===== src/rtl/onchip_memory_port_arbiter_pkg.sv =====
`default_nettype none
// ============================================================================
// onchip_mem_pkg : shared types for the on-chip RAM port-2 arbiter
// Revision       : 1.0  initial release
// ============================================================================
package onchip_mem_pkg;

  localparam int NUM_MASTERS = 2;
  localparam int RAM_WORDS   = 2048;

  typedef logic master_id_t;

  typedef enum logic [0:0] {
    IDLE    = 1'b0,
    RD_WAIT = 1'b1
  } arb_state_t;

endpackage
`default_nettype wire


===== src/rtl/onchip_memory_port_arbiter_if.sv =====
`default_nettype none
// ============================================================================
// onchip_memory_port_arbiter_if : single-beat Avalon-MM master bundle
// Revision                      : 1.0  initial release
// ============================================================================
interface onchip_memory_port_arbiter_if #(
  parameter int ADDR_W = 11,
  parameter int DATA_W = 32,
  parameter int BE_W   = 4
);
  logic [ADDR_W-1:0] address;
  logic [BE_W-1:0]   byteenable;
  logic              read;
  logic              write;
  logic [DATA_W-1:0] writedata;
  logic              waitrequest;
  logic [DATA_W-1:0] readdata;
  logic              readdatavalid;

  modport master (
    output address, byteenable, read, write, writedata,
    input  waitrequest, readdata, readdatavalid
  );

  modport slave (
    input  address, byteenable, read, write, writedata,
    output waitrequest, readdata, readdatavalid
  );
endinterface
`default_nettype wire


===== src/rtl/onchip_memory_port_arbiter_rr_arbiter2.sv =====
`default_nettype none
// ============================================================================
// rr_arbiter2 : two-requester round-robin; last winner loses the next tie
// Revision    : 1.0  initial release
// ============================================================================
module rr_arbiter2
  import onchip_mem_pkg::*;
(
  input  logic       clk,
  input  logic       reset_n,
  input  logic [1:0] req,
  input  logic       enable,
  output master_id_t grant,
  output logic       valid
);

  master_id_t last_grant_q;
  master_id_t last_grant_d;

  always_comb begin
    valid = |req;
    case (req)
      2'b01:   grant = 1'b0;
      2'b10:   grant = 1'b1;
      default: grant = ~last_grant_q;
    endcase
    last_grant_d = (enable && valid) ? grant : last_grant_q;
  end

  // Reset to 1 so master 0 takes the first contested slot.
  always_ff @(posedge clk or negedge reset_n) begin
    if (!reset_n) last_grant_q <= 1'b1;
    else          last_grant_q <= last_grant_d;
  end

endmodule
`default_nettype wire


===== src/rtl/onchip_memory_port_arbiter.sv =====
`default_nettype none
// ============================================================================
// onchip_memory_port_arbiter : shares RAM port 2 between two Avalon-MM masters
// Revision                   : 1.0  initial release
// ============================================================================
module onchip_memory_port_arbiter
  import onchip_mem_pkg::*;
#(
  parameter int ADDR_W     = 11,
  parameter int DATA_W     = 32,
  parameter int BE_W       = 4,
  parameter int RD_LATENCY = 1
) (
  input  logic                        clk,
  input  logic                        reset_n,
  onchip_memory_port_arbiter_if.slave m0,
  onchip_memory_port_arbiter_if.slave m1,
  output logic [ADDR_W-1:0]           mem_address,
  output logic [BE_W-1:0]             mem_byteenable,
  output logic                        mem_chipselect,
  output logic                        mem_write,
  output logic [DATA_W-1:0]           mem_writedata,
  output logic                        mem_clken,
  input  logic [DATA_W-1:0]           mem_readdata,
  output logic                        busy,
  output logic                        proto_err
);

  localparam logic [0:0] S_IDLE    = 1'(IDLE);
  localparam logic [0:0] S_RD_WAIT = 1'(RD_WAIT);

  logic [0:0]        state_q, state_d;
  logic [1:0]        cnt_q, cnt_d;
  master_id_t        owner_q, owner_d;
  logic              ready_q;
  logic              perr_q, perr_d;
  logic [DATA_W-1:0] rdata0_q, rdata0_d, rdata1_q, rdata1_d;
  logic              rdv0_q, rdv0_d, rdv1_q, rdv1_d;

  logic [NUM_MASTERS-1:0] req;
  logic                   arb_enable;
  logic                   accept;
  master_id_t             grant;
  logic                   grant_valid;
  logic                   win_write;
  logic [ADDR_W-1:0]      win_addr;
  logic [BE_W-1:0]        win_be;
  logic [DATA_W-1:0]      win_data;

  assign req        = {m1.read | m1.write, m0.read | m0.write};
  // ready_q holds off grants (and chipselect) until the first edge after reset.
  assign arb_enable = ready_q && (state_q == S_IDLE);
  assign accept     = arb_enable && grant_valid;

  rr_arbiter2 u_arb (
    .clk     (clk),
    .reset_n (reset_n),
    .req     (req),
    .enable  (arb_enable),
    .grant   (grant),
    .valid   (grant_valid)
  );

  assign win_write = grant ? m1.write      : m0.write;
  assign win_addr  = grant ? m1.address    : m0.address;
  assign win_be    = grant ? m1.byteenable : m0.byteenable;
  assign win_data  = grant ? m1.writedata  : m0.writedata;

  assign mem_chipselect = accept;
  assign mem_write      = accept && win_write;
  assign mem_address    = win_addr;
  assign mem_byteenable = win_write ? win_be : {BE_W{1'b1}};
  assign mem_writedata  = win_data;
  assign mem_clken      = ready_q;
  assign busy           = (state_q == S_RD_WAIT);
  assign proto_err      = perr_q;

  assign m0.waitrequest   = ~(accept && (grant == 1'b0));
  assign m1.waitrequest   = ~(accept && (grant == 1'b1));
  assign m0.readdata      = rdata0_q;
  assign m1.readdata      = rdata1_q;
  assign m0.readdatavalid = rdv0_q;
  assign m1.readdatavalid = rdv1_q;

  always_comb begin
    state_d  = state_q;
    cnt_d    = cnt_q;
    owner_d  = owner_q;
    rdata0_d = rdata0_q;
    rdata1_d = rdata1_q;
    rdv0_d   = 1'b0;
    rdv1_d   = 1'b0;
    perr_d   = perr_q | (m0.read & m0.write) | (m1.read & m1.write);
    case (state_q)
      S_IDLE: begin
        if (accept && !win_write) begin
          state_d = S_RD_WAIT;
          cnt_d   = 2'(RD_LATENCY);
          owner_d = grant;
        end
      end
      default: begin
        if (cnt_q == 2'd1) begin
          state_d = S_IDLE;
          if (owner_q) begin
            rdata1_d = mem_readdata;
            rdv1_d   = 1'b1;
          end else begin
            rdata0_d = mem_readdata;
            rdv0_d   = 1'b1;
          end
        end else begin
          cnt_d = cnt_q - 2'd1;
        end
      end
    endcase
  end

  always_ff @(posedge clk or negedge reset_n) begin
    if (!reset_n) begin
      state_q  <= S_IDLE;
      cnt_q    <= 2'd0;
      owner_q  <= 1'b0;
      ready_q  <= 1'b0;
      perr_q   <= 1'b0;
      rdata0_q <= '0;
      rdata1_q <= '0;
      rdv0_q   <= 1'b0;
      rdv1_q   <= 1'b0;
    end else begin
      state_q  <= state_d;
      cnt_q    <= cnt_d;
      owner_q  <= owner_d;
      ready_q  <= 1'b1;
      perr_q   <= perr_d;
      rdata0_q <= rdata0_d;
      rdata1_q <= rdata1_d;
      rdv0_q   <= rdv0_d;
      rdv1_q   <= rdv1_d;
    end
  end

endmodule
`default_nettype wire


===== src/flat_wrapper.sv =====
// flat-port wrapper written by rule: the top's interface ports become plain ports
module onchip_memory_port_arbiter_flat import onchip_mem_pkg::*;
#(
  parameter int ADDR_W     = 11,
  parameter int DATA_W     = 32,
  parameter int BE_W       = 4,
  parameter int RD_LATENCY = 1
)
  (clk, reset_n, mem_address, mem_byteenable, mem_chipselect, mem_write, mem_writedata, mem_clken, mem_readdata, busy, proto_err, m0_address, m0_byteenable, m0_read, m0_write, m0_writedata, m0_waitrequest, m0_readdata, m0_readdatavalid, m1_address, m1_byteenable, m1_read, m1_write, m1_writedata, m1_waitrequest, m1_readdata, m1_readdatavalid);
  onchip_memory_port_arbiter_if #(.ADDR_W(ADDR_W), .DATA_W(DATA_W), .BE_W(BE_W)) m0_i ();
  onchip_memory_port_arbiter_if #(.ADDR_W(ADDR_W), .DATA_W(DATA_W), .BE_W(BE_W)) m1_i ();
  input  logic clk;
  input  logic reset_n;
  output logic [ADDR_W-1:0] mem_address;
  output logic [BE_W-1:0] mem_byteenable;
  output logic mem_chipselect;
  output logic mem_write;
  output logic [DATA_W-1:0] mem_writedata;
  output logic mem_clken;
  input  logic [DATA_W-1:0] mem_readdata;
  output logic busy;
  output logic proto_err;
  input wire logic [$bits(m0_i.address)-1:0] m0_address;
  input wire logic [$bits(m0_i.byteenable)-1:0] m0_byteenable;
  input wire logic [$bits(m0_i.read)-1:0] m0_read;
  input wire logic [$bits(m0_i.write)-1:0] m0_write;
  input wire logic [$bits(m0_i.writedata)-1:0] m0_writedata;
  output wire logic [$bits(m0_i.waitrequest)-1:0] m0_waitrequest;
  output wire logic [$bits(m0_i.readdata)-1:0] m0_readdata;
  output wire logic [$bits(m0_i.readdatavalid)-1:0] m0_readdatavalid;
  input wire logic [$bits(m1_i.address)-1:0] m1_address;
  input wire logic [$bits(m1_i.byteenable)-1:0] m1_byteenable;
  input wire logic [$bits(m1_i.read)-1:0] m1_read;
  input wire logic [$bits(m1_i.write)-1:0] m1_write;
  input wire logic [$bits(m1_i.writedata)-1:0] m1_writedata;
  output wire logic [$bits(m1_i.waitrequest)-1:0] m1_waitrequest;
  output wire logic [$bits(m1_i.readdata)-1:0] m1_readdata;
  output wire logic [$bits(m1_i.readdatavalid)-1:0] m1_readdatavalid;
  assign m0_i.address = m0_address;
  assign m0_i.byteenable = m0_byteenable;
  assign m0_i.read = m0_read;
  assign m0_i.write = m0_write;
  assign m0_i.writedata = m0_writedata;
  assign m0_waitrequest = m0_i.waitrequest;
  assign m0_readdata = m0_i.readdata;
  assign m0_readdatavalid = m0_i.readdatavalid;
  assign m1_i.address = m1_address;
  assign m1_i.byteenable = m1_byteenable;
  assign m1_i.read = m1_read;
  assign m1_i.write = m1_write;
  assign m1_i.writedata = m1_writedata;
  assign m1_waitrequest = m1_i.waitrequest;
  assign m1_readdata = m1_i.readdata;
  assign m1_readdatavalid = m1_i.readdatavalid;
  onchip_memory_port_arbiter #(.ADDR_W(ADDR_W), .DATA_W(DATA_W), .BE_W(BE_W), .RD_LATENCY(RD_LATENCY)) u_core (.clk(clk), .reset_n(reset_n), .m0(m0_i), .m1(m1_i), .mem_address(mem_address), .mem_byteenable(mem_byteenable), .mem_chipselect(mem_chipselect), .mem_write(mem_write), .mem_writedata(mem_writedata), .mem_clken(mem_clken), .mem_readdata(mem_readdata), .busy(busy), .proto_err(proto_err));
endmodule

===== config.mk =====
export PLATFORM = sky130hd
export DESIGN_NAME = onchip_memory_port_arbiter_flat
export DESIGN_NICKNAME = d
export VERILOG_FILES = /design/src/rtl/onchip_memory_port_arbiter_pkg.sv /design/src/rtl/onchip_memory_port_arbiter_if.sv /design/src/rtl/onchip_memory_port_arbiter_rr_arbiter2.sv /design/src/rtl/onchip_memory_port_arbiter.sv /design/src/flat_wrapper.sv
export SDC_FILE = /design/constraint.sdc
export NUM_CORES = 1
export LEC_CHECK = 0
export BUFFER_PORTS_ARGS = -buffer_cell sky130_fd_sc_hd__buf_2
export CAP_MARGIN = 30
export CORE_AREA = 5 5 98 100
export DETAILED_ROUTE_END_ITERATION = 6
export DIE_AREA = 0 0 103 105
export PLACE_DENSITY = 0.8
export SYNTH_ARGS = -nofsm -noshare
export SYNTH_HDL_FRONTEND = slang
export SYNTH_SLANG_ARGS = --single-unit

===== constraint.sdc =====
create_clock -name clk -period 2.8 [get_ports clk]
set_input_delay 0.56 -clock clk [delete_from_list [all_inputs] [get_ports clk]]
set_output_delay 0.56 -clock clk [all_outputs]
set_load 0.02 [all_outputs]

* Word-level counts from Yosys, hierarchy flattened *
Index checks and enable logic that the tools add are counted.

cells by class
  add/subtract/negate cells = 1
  eq/ne operators = 4
  mux-type cells = 18
  bitwise gates (word level) = 12
  reductions and logical operators = 13

operator list
  operator             count
  $mux 32              1
  $mux 11              1
  $mux 1               10
  $mux 4               2
  $logic_and 1x1->1    6
  $mux 2               3
  $not 1->1            6
  $reduce_and 3->1     2
  $eq 2x1->1 const B   2
  $or 1x1->1           4
  $reduce_and 2->1     2
  $and 1x1->1          2
  $eq 2x2->1 const B   1
  $ne 2x2->1 const B   1
  $pmux 1 s2           1
  $reduce_bool 2->1    1
  $reduce_or 2->1      1
  $sub 2x1->2 const B  1
  $logic_not 1->1      1

storage, ports and cells
  register bits after elaboration = 73
  input port bits = 132
  output and inout port bits = 120
  word-level logic and storage cells = 58

* Longest topological paths before layout *
Gate-level depths: netlist of run 1.

  depth in word-level cells = 8
  mapped depth = 8
  gate-level depth less buffers = 7

* By module *
Synthesis of run 1 repeated with hierarchy kept, for this count alone.

second synthesis, totals
  cells, all modules = 235
  area, all modules = 3,415.8 µm²

modules (own cells, without submodules)
  module                      instances  cells an instance  area an instance (µm²)  sequential area each (µm²)
  onchip_memory_port_arbiter  1          224                3,323.2                 1,801.7
  rr_arbiter2                 1          11                 92.6                    26.3

* Least setup slack after synthesis of run 1 *
Ideal clock, no wire load.

  path kind = input -> output
  start = in m1_write
  end = out mem_writedata[27]
  arrival = 2,151 ps
  data required time = 2,240 ps
  setup slack = 89 ps
  stages = 6
  path buffers = 2
  cells stage by stage = or2_2 > ha_1 > mux2i_2 > buf_6 > buf_6 > mux2_4

between the ends
  word-level cells in the longest chain between the ends = 4
  elaborated cells between the ends (all ways) = 5
  those cells by class = eq/ne: 2; mux: 2; bitwise: 1

ends and longest elaborated chain
  element                                          RTL line                                      text
  from (decl)                                      flat_wrapper.sv:34                            input wire logic [$bits(m1_i.write)-1:0] m1_write;
  $or 1x1->1 (*)                                   onchip_memory_port_arbiter.sv:50              assign req = {m1.read | m1.write, m0.read | m0.write};
  $eq 2x2->1 / $eq 2x1->1 (equally long branches)  onchip_memory_port_arbiter_rr_arbiter2.sv:22  case (req)
  $pmux 1 s2 (*)                                   onchip_memory_port_arbiter_rr_arbiter2.sv:22
  $mux 32 (*)                                      onchip_memory_port_arbiter.sv:67              assign win_data = grant ? m1.writedata : m0.writedata;
  to (decl)                                        flat_wrapper.sv:18                            output logic [DATA_W-1:0] mem_writedata;

Every way passes the cells marked *; elsewhere a longest branch is shown, timed or not.

* Final worst setup path of run 1 *
  start = in m1_read
  end = out mem_address[8]

between the ends
  word-level cells in the longest chain between the ends = 4
  elaborated cells between the ends (all ways) = 5
  those cells by class = eq/ne: 2; mux: 2; bitwise: 1

ends and longest elaborated chain
  element                                          RTL line                                      text
  from (decl)                                      flat_wrapper.sv:33                            input wire logic [$bits(m1_i.read)-1:0] m1_read;
  $or 1x1->1 (*)                                   onchip_memory_port_arbiter.sv:50
  $eq 2x2->1 / $eq 2x1->1 (equally long branches)  onchip_memory_port_arbiter_rr_arbiter2.sv:22
  $pmux 1 s2 (*)                                   onchip_memory_port_arbiter_rr_arbiter2.sv:22
  $mux 11 (*)                                      onchip_memory_port_arbiter.sv:65              assign win_addr = grant ? m1.address : m0.address;
  to (decl)                                        flat_wrapper.sv:14                            output logic [ADDR_W-1:0] mem_address;

Marks and branches as above.

==> metrics, run 1 <==
total track usage=23.1%; Max Clock Freq=349 MHz; Tcrit/Tclk final=102%; CP max FO=6; grt ovf=0; cell accounting for the most synthesized area=dfrtp_1; P_leak=3.11 nW; HP Class=input pin to asynchronous set/reset pin; Gate Count Post-Synth=303; routability congestion estimate=0.891; Nets=707; metal1 wirelength=4820 um; vias in the first global route=3,529; insertion delay to the later sink of the worst-skew pair=0.34 ns; RSZ-0062 raised after global routing=true; Post-synth EDFFs=0; Final Skew=0.0208 ns; num ports=252; die height=105 um; uppermost layer routed=met4; Worst-path clk slew=0.08 ns; DP HPWL=10,200 um; Worst Tran Pin Value=0.737 ns; Hold-fix buffers, CTS=0; VDD IR-drop max=0.636 mV; Unique masters post-synth=28; hold slack=0.285 ns; starting density of the core=40.0%; Root Buffer=clkbuf_8; Crit. End Element=primary output; DRT iter0 DRCs=155; antenna diode count=0; vias per cell=4.97; Max-cap violations=0; top cells by area, synth=dfrtp_1, mux2_2, nand2_1; Die ar.=10,800 sq um; Core Box Area=8590 sq um; final slew viol count=0; sequential element share of the synthesized area=53.2%; WS Path Type=input pin to primary output; Net Count, Synth=439; TritonRoute pass-1 iters=4; WL met2=7400 um; clk buf depth=2; wire per inst=20.6 um; setup_tns=-1.45 ns; Reg2Reg Setup Slack=0.92 ns; Setup WS post-layout=-0.0654 ns; Avg Cell Area, Syn=11.3 sq um; Util after Layout=66.3%; first-pass GRT wire length=19,100 um; CTS tree=done; Reg area=1830 sq um; ANT nets after route=0; Synth warnings=0; Die W=103 um; antenna violations before repair=0; Main synth FF type=dfrtp_1; share of layout cells above drive strength 1=64.6%; status=finished with violations; DR DRC count=0; power per standard cell area=959 nW/um^2; Reg2Reg Depth=5; cts bufs inserted=9; metal3 WL=1350 um; end of the worst register-to-register path=u_core.m1.readdata[4]$_DFFE_PN0P_; Worst Path Arrival=2.31 ns; Area growth, synth to finish=65.8%; area of the multi-input gates=1650 sq um; via count=3,401; max_slew headroom=50.9%; CTS sink cnt=73; Port Buffers=251; Critical Path RT=2.24 ns; CTS H-tree depth=3; flops & latches, synth=73; min Tclk post-route=2.87 ns; post-synth top area share=52.4%; fraction of registers with async set/reset=100%; Final Power=5.46 mW; crit start category=input pin; count of final hold-check violations=0; # setup viols final=46; WL final=14,100 um; synthesized area=3440 sq um; largest net degree at the start of global routing=42; fill cell count=665; failing checks=negative setup slack; placement row count=34; R2R Path Start=u_core.cnt_q[1]$_DFFE_PN0P_
==> worst max path at each step <==
stage / from / to / slack [ns] / cells after the start
detailed placement: m1_write / mem_address[8] / -0.20 / 7
finish: m1_read / mem_address[8] / -0.07 / 8
global route: m1_read / mem_writedata[25] / -0.09 / 8
CTS: m1_write / mem_address[4] / -0.07 / 8
floorplan: m1_write / mem_writedata[27] / 0.09 / 6
global placement: m1_write / mem_writedata[5] / -0.20 / 7
==> Yosys cell counts, types with 2 or more instances <==
master	count
nand2_1	103
mux2_2	73
dfrtp_1	72
buf_2	6
inv_1	6
clkbuf_1	4
ha_1	4
mux2_4	4
mux2i_1	4
o21ai_0	4
buf_4	3
nor2_1	3
buf_6	2
==> cell usage in the layout (no fill, tap or decap), drive strengths merged, types with 2 or more instances in the layout <==
cell	instances
buf	268
bufinv	2
clkbuf	14
clkinv	2
dfrtp	72
ha	4
inv	8
mux2	77
mux2i	5
nand2	103
nor2	3
o21ai	4
==> report_power, final <==
part | internal [mW] | total [mW] | switching, mW
Clock | 0.539 | 0.953 | 0.414
Combinational | 1.21 | 2.76 | 1.55
Sequential | 1.52 | 1.75 | 0.232
==> what timing repair did <==
action / CTS / global route
buffers inserted: 2 / 2
resized for setup: 30 / 101
cloned: 2 / 4
setup endpoints to repair: 48 / 48
pin swaps: 1 / 3
==> per-stage QoR <==
step	setup slack, ns	instance area, sq um	std cells
after detailed placement	-0.204	4890	660
after global placement	-0.195	4890	660
after global routing	-0.0937	5700	684
final	-0.0654	5700	684
after CTS	-0.0680	5310	680
after floorplan	0.0889	3440	303
==> layout make-up <==
class / instances / share of cell area, %
Clock inverter: 6 / 1.71
Sequential cell: 73 / 32.1
Timing Repair Buffer: 272 / 32.0
Inverter: 6 / 0.395
Clock buffer: 10 / 2.42
Multi-Input combinational cell: 209 / 29.0
Tap cell: 108 / 2.37
==> metal layers <==
metal,track usage (%),vias to the layer above
met2,41.0,181
met1,25.3,1643
li1,-,1543
met5,0,-
met4,9.44,0
met3,6.80,34
==> worst max-delay path, cell delays in order <==
cell and delay, ns:
buf_6 0.10, or2_4 0.26, ha_4 0.30, mux2i_4 0.27, buf_6 0.18, clkbuf_16 0.16, mux2_4 0.34, buf_6 0.14
==> cell families (layout without fill, tap and decap cells) <==
| group | after synthesis | count (layout) | share of synthesized area [%] |
|---|---|---|---|
| xor+xnor | 1 | 1 | 0.255 |
| flops | 73 | 73 | 53.2 |
| fa+ha+maj | 4 | 4 | 1.46 |
| buf+inv | 21 | 294 | 3.28 |
| other cells | 1 | 1 | 0.109 |
| simple gates | 113 | 113 | 12.9 |
| mux | 82 | 82 | 27.2 |
| compound gates | 8 | 8 | 1.53 |
Power figures use the tool's default switching activity.
==> run 2, diff against run 1 <==
==> constraint.sdc (replaced) <==
create_clock -name clk -period 2.8 [get_ports clk]
set_input_delay 0.56 -clock clk [delete_from_list [all_inputs] [get_ports clk]]
set_output_delay 0.56 -clock clk [all_outputs]
set_load 0.005 [all_outputs]
==> metrics, run 2 (synthesized netlist as in run 1, its figures left out) <==
insertion delay to the later sink of the worst-skew pair=0.34 ns; Hold-fix buffers, CTS=0; via count=3,410; failing checks=negative setup slack; WL final=14,200 um; count of final hold-check violations=0; DRT iter0 DRCs=121; status=finished with violations; commonest non-fill, non-tap cell in the layout=buf_2; Nets=709; Setup WS post-layout=-0.0708 ns; Worst Path Arrival=2.31 ns; CTS tree=done; Port Buffers=251; uppermost layer routed=met5; crit start category=input pin; Crit. End Element=primary output; end of the worst register-to-register path=u_core.m1.readdata[8]$_DFFE_PN0P_; Final Power=4.66 mW; DR DRC count=0; # setup viols final=44; final slew viol count=0; cts bufs inserted=9; die height=105 um; R2R Path Start=u_core.cnt_q[0]$_DFFE_PN0P_; power per standard cell area=823 nW/um^2; non-filler cells, final=687; DP HPWL=10,100 um; DP Cell Count=659; Max-cap violations=0; Tcrit/Tclk final=103%; Area growth, synth to finish=64.9%; crit-path max cell delay=0.35 ns; total track usage=22.5%; vias in the first global route=3,510; metal3 WL=1500 um; grt ovf=0; num ports=252; Worst-path clk slew=0.08 ns; VDD IR-drop max=0.493 mV; share of layout cells above drive strength 1=64.5%; max_slew headroom=50.0%; post-layout instance area=5660 sq um; Final Skew=0.0157 ns; CP Capture Point=mem_writedata[19]; min Tclk post-route=2.87 ns; crit path cell chain=buf_6 -> or2_4 -> ha_4 -> mux2i_4 -> bufbuf_16 -> mux2_2 -> buf_2; starting density of the core=40.0%; TritonRoute pass-1 iters=6; CTS H-tree depth=3; RSZ-0062 raised after global routing=true; Worst Tran Pin Value=0.750 ns; antenna violations before repair=3; Die W=103 um; slowest stage cell, crit path=mux2_2; metal1 wirelength=4680 um; Critical Path RT=2.24 ns; Reg2Reg Setup Slack=0.97 ns; WS Path Type=input pin to primary output; ANT nets after route=0; P_leak=3.11 nW; wire per inst=20.7 um; largest net degree at the start of global routing=42; Max Clock Freq=348 MHz; Root Buffer=clkbuf_8; clk buf depth=2; HP Class=input pin to asynchronous set/reset pin; CP max FO=6; Reg2Reg Depth=4; vias per cell=4.96; worst setup path startpoint=m1_read; Die ar.=10,800 sq um; most frequent cells in the layout=buf_2, nand2_1, dfrtp_1; Post-DP Area=4880 sq um; placement row count=34; Core Box Area=8590 sq um; first-pass GRT wire length=18,500 um; routability congestion estimate=0.894; WL met2=7350 um; CTS sink cnt=73
run 2: timing repair:
action,in CTS,in global routing
gates resized for setup,20,62
pin swaps,1,4
cloned,3,3
endpoints found under the setup margin,48,47
setup buffers,4,2
run 2: worst min-delay path by stage:
stage	slack, ns	depth (start not counted)	from	end
6_report	0.29	1	reset_n	u_core.m1.readdata[25]$_DFFE_PN0P_
5_1_grt	0.33	1	reset_n	u_core.m1.readdata[27]$_DFFE_PN0P_
4_1_cts	0.29	1	reset_n	u_core.m1.readdata[23]$_DFFE_PN0P_
3_5_place_dp	0.46	2	u_core.m0.readdata[16]$_DFFE_PN0P_	u_core.m0.readdata[16]$_DFFE_PN0P_
3_3_place_gp	0.45	2	u_core.m0.readdata[0]$_DFFE_PN0P_	u_core.m0.readdata[0]$_DFFE_PN0P_
2_1_floorplan	0.26	0	reset_n	u_core.busy$_DFF_PN0_
run 2: layout make-up:
| class | count | area (sq um) |
|---|---|---|
| fill | 678 | 2930 |
| sequential | 73 | 1830 |
| timing repair buffer | 274 | 1810 |
| multi-input combinational | 209 | 1660 |
| tap | 108 | 135 |
| clock buffer | 10 | 128 |
| clock inverter | 6 | 75.1 |
| inverter | 6 | 22.5 |
| antenna | 1 | 2.50 |
run 2: where the power goes:
part | internal [mW] | leakage (nW) | switching (mW) | total [mW]
combinational | 1.19 | 2.15 | 0.874 | 2.06
sequential | 1.52 | 0.860 | 0.234 | 1.76
clock | 0.425 | 0.0990 | 0.415 | 0.840
total | 3.14 | 3.11 | 1.52 | 4.66
run 2: per-layer routing:
| layer | GRT usage (%) | vias up |
|---|---|---|
| li1 | - | 1539 |
| met1 | 24.0 | 1639 |
| met3 | 7.26 | 41 |
| met5 | 0 | - |
| met2 | 39.2 | 187 |
| met4 | 11.1 | 4 |
run 2: worst max-delay path: cells and delay by family:
family	cells	cell delay, ns
mux	2	0.65
buf+inv	3	0.55
fa+ha+maj	1	0.30
simple gates	1	0.25
run 2: through the flow:
stage               setup TNS [ns]  hold slack [ns]  utilization (%)  worst slack [ns]
global route                 -3.26            0.327             65.9            -0.104
global placement             -4.30            0.453             56.8            -0.166
detailed placement           -5.22            0.457             56.8            -0.172
CTS                          -1.01            0.291             61.4           -0.0877
finish                       -1.41            0.289             65.9           -0.0708
floorplan                        0            0.264                -             0.124
==> run 3, diff against run 2 <==
--- a/config.mk
+++ b/config.mk
@@ -5,12 +5,14 @@
 export SDC_FILE = /design/constraint.sdc
 export NUM_CORES = 1
 export LEC_CHECK = 0
+export ABC_AREA = 1
 export BUFFER_PORTS_ARGS = -buffer_cell sky130_fd_sc_hd__buf_2
 export CAP_MARGIN = 30
-export CORE_AREA = 5 5 98 100
+export CORE_AREA = 5 5 101 103
 export DETAILED_ROUTE_END_ITERATION = 6
-export DIE_AREA = 0 0 103 105
+export DIE_AREA = 0 0 106 108
 export PLACE_DENSITY = 0.8
 export SYNTH_ARGS = -nofsm -noshare
 export SYNTH_HDL_FRONTEND = slang
+export SYNTH_HIERARCHICAL = 1
 export SYNTH_SLANG_ARGS = --single-unit
==> constraint.sdc (replaced) <==
create_clock -name clk -period 2.9 [get_ports clk]
set_input_delay 0.58 -clock clk [delete_from_list [all_inputs] [get_ports clk]]
set_output_delay 0.58 -clock clk [all_outputs]
set_load 0.005 [all_outputs]
==> metrics, run 3 <==
DP HPWL=9980 um; Synth warnings=6; Unique masters post-synth=22; slowest stage cell, crit path=or2_2; min Tclk post-route=2.72 ns; grt ovf=0; WL final=12,300 um; Most Crowded Layer GR=met2; clk buf depth=2; max_slew headroom=51.1%; CP max FO=4; largest family of logic cells by synthesized area=simple AND/OR/NAND/NOR gates; synthesized area=3780 sq um; fraction of registers with async set/reset=100%; vias per cell=4.61; wire per inst=15.0 um; total track usage=21.3%; WS Path Type=input pin to primary output; cell accounting for the most synthesized area=dfrtp_1; Post-synth EDFFs=0; fill cell count=830; Hold-fix buffers, CTS=0; Die W=106 um; Root Buffer=clkbuf_8; Main synth FF type=dfrtp_1; Max Clock Freq=367 MHz; most frequent cells in the layout=buf_2, nand2_1, dfrtp_1; # setup viols final=0; largest net degree at the start of global routing=66; top cells by area, synth=dfrtp_1, nand2_1, o21ai_2; Post-Synth XOR/XNOR Area=0%; CTS sink cnt=73; post-synth top area share=47.7%; Worst Path Arrival=2.14 ns; Final Power=4.82 mW; status=finished clean; grt met2 use=38.2%; Critical Path RT=2.32 ns; RSZ-0062 raised after global routing=false; flops & latches, synth=73; crit-path max cell delay=0.30 ns; Reg2Reg Depth=5; GR Util met3=6.99%; Avg Cell Area, Syn=8.29 sq um; DR DRC count=0; most instantiated library cell after synthesis=nand2_1; placement row count=35; adder-cell share of the synthesized area=1.32%; met1 Track Usage GR=23.8%; DRT iter0 DRCs=188; CTS tree=done; Port Buffers=251; Area growth, synth to finish=40.3%; VDD IR-drop max=0.318 mV; Worst-path clk slew=0.07 ns; ANT nets after route=0; num ports=252; commonest non-fill, non-tap cell in the layout=buf_2; Util after Layout=58.2%; TritonRoute pass-1 iters=4; Net Count, Synth=592; count of final hold-check violations=0; Max-cap violations=0; simple-gate share of the synthesized area=26.6%; Worst Tran Pin Value=0.734 ns; via count=3,777; power per standard cell area=909 nW/um^2; hold slack=0.260 ns; share of layout cells above drive strength 1=51.4%; Crit. End Element=primary output; crit start category=input pin; Nets=839; antenna violations before repair=1; mux contribution to synthesized area=0%; first-pass GRT wire length=19,200 um; P_leak=3.21 nW; most common library cells after synthesis=nand2_1, dfrtp_1, o21ai_2; Gate Count Post-Synth=456; Tcrit/Tclk final=93.9%; Die ar.=11,400 sq um; Compound-Gate Fraction of Synth Area=13.9%; starting density of the core=41.5%; die height=108 um; crit path cell chain=buf_2 -> or2_2 -> inv_1 -> ha_1 -> nand2_1 -> and2_4 -> inv_4 -> nand2_1 -> nand2_2 -> inv_1 -> nand3_1 -> buf_2; Final Skew=0.00727 ns; routability congestion estimate=0.917; HP Class=input pin to asynchronous set/reset pin; sequential element share of the synthesized area=48.3%; vias in the first global route=3,833; CTS H-tree depth=3; cts bufs inserted=9; insertion delay to the later sink of the worst-skew pair=0.33 ns; final slew viol count=0; Core Box Area=9110 sq um
==> run 3: routing by layer <==
metal / share of wire (%) / vias up
li1: - / 1890
met1: 37 / 1702
met2: 52 / 172
met3: 8.4 / 13
met4: 1.8 / 0
met5: 0 / -
==> run 3: worst max-delay path: cells and delay by family <==
family / cells / cell delay, ns
adders and majority gates: 1 / 0.23
buffers and inverters: 5 / 0.50
and+or+nand+nor: 6 / 0.83
==> run 3: path summary, 6_finish.rpt <==
path | startpoint | endpoint | slack [ns]
setup reg to reg | u_core/cnt_q[0]$_DFFE_PN0P_ | u_core/m1.readdata[11]$_DFFE_PN0P_ | 1.19
hold / removal | reset_n | u_core/m1.readdata[22]$_DFFE_PN0P_ | 0.26
min in group clk | u_core/m0.readdata[0]$_DFFE_PN0P_ | u_core/m0.readdata[0]$_DFFE_PN0P_ | 0.48
hold reg to reg | u_core/m0.readdata[0]$_DFFE_PN0P_ | u_core/m0.readdata[0]$_DFFE_PN0P_ | 0.48
max in group asynchronous | reset_n | u_core/m1.readdata[14]$_DFFE_PN0P_ | 1.96
setup / recovery | m1_write | mem_byteenable[2] | 0.18
==> run 3: cell type report <==
cell class / instances / area, sq um / area share (%)
multi-input cells: 310 / 1590 / 30.0
flip-flops and latches: 73 / 1830 / 34.5
inverters: 50 / 190 / 3.59
diodes: 1 / 2.50 / 0.0472
clock buffers: 11 / 131 / 2.48
clock inverters: 5 / 32.5 / 0.613
repair buffers: 259 / 1390 / 26.2
well taps: 111 / 139 / 2.62
==> run 3: report_power, final <==
group | total (mW) | switching (mW) | internal (mW)
Combinational | 2.36 | 1.28 | 1.08
Sequential | 1.80 | 0.294 | 1.50
Clock | 0.663 | 0.354 | 0.310
Total | 4.82 | 1.93 | 2.90
==> run 3: timing repair <==
action | in CTS | in global routing
resized for setup | 1 | 8
cloned | 0 | 1
endpoints found under the hold margin | 0 | 0
endpoints found under the setup margin | 5 | 36
pin swaps | 0 | 1
setup buffers | 0 | 1
==> run 3: cell families after synthesis <==
logic type                 count (synthesis)
DFF                                       73
and+or+nand+nor                          237
other                                      1
adders and majority gates                  4
AOI/OAI and AO/OA                         68
buffers and inverters                     73
==> run 3: stage by stage <==
stage / instances / setup slack [ns] / setup TNS [ns] / area, sq um
after floorplan: 456 / 0.342 / 0 / 3780
after global placement: 801 / 0.0520 / 0 / 5080
after detailed placement: 801 / -0.0220 / -0.0399 / 5080
after CTS: 817 / 0.0700 / 0 / 5250
after global routing: 820 / 0.0388 / 0 / 5300
final: 820 / 0.177 / 0 / 5300
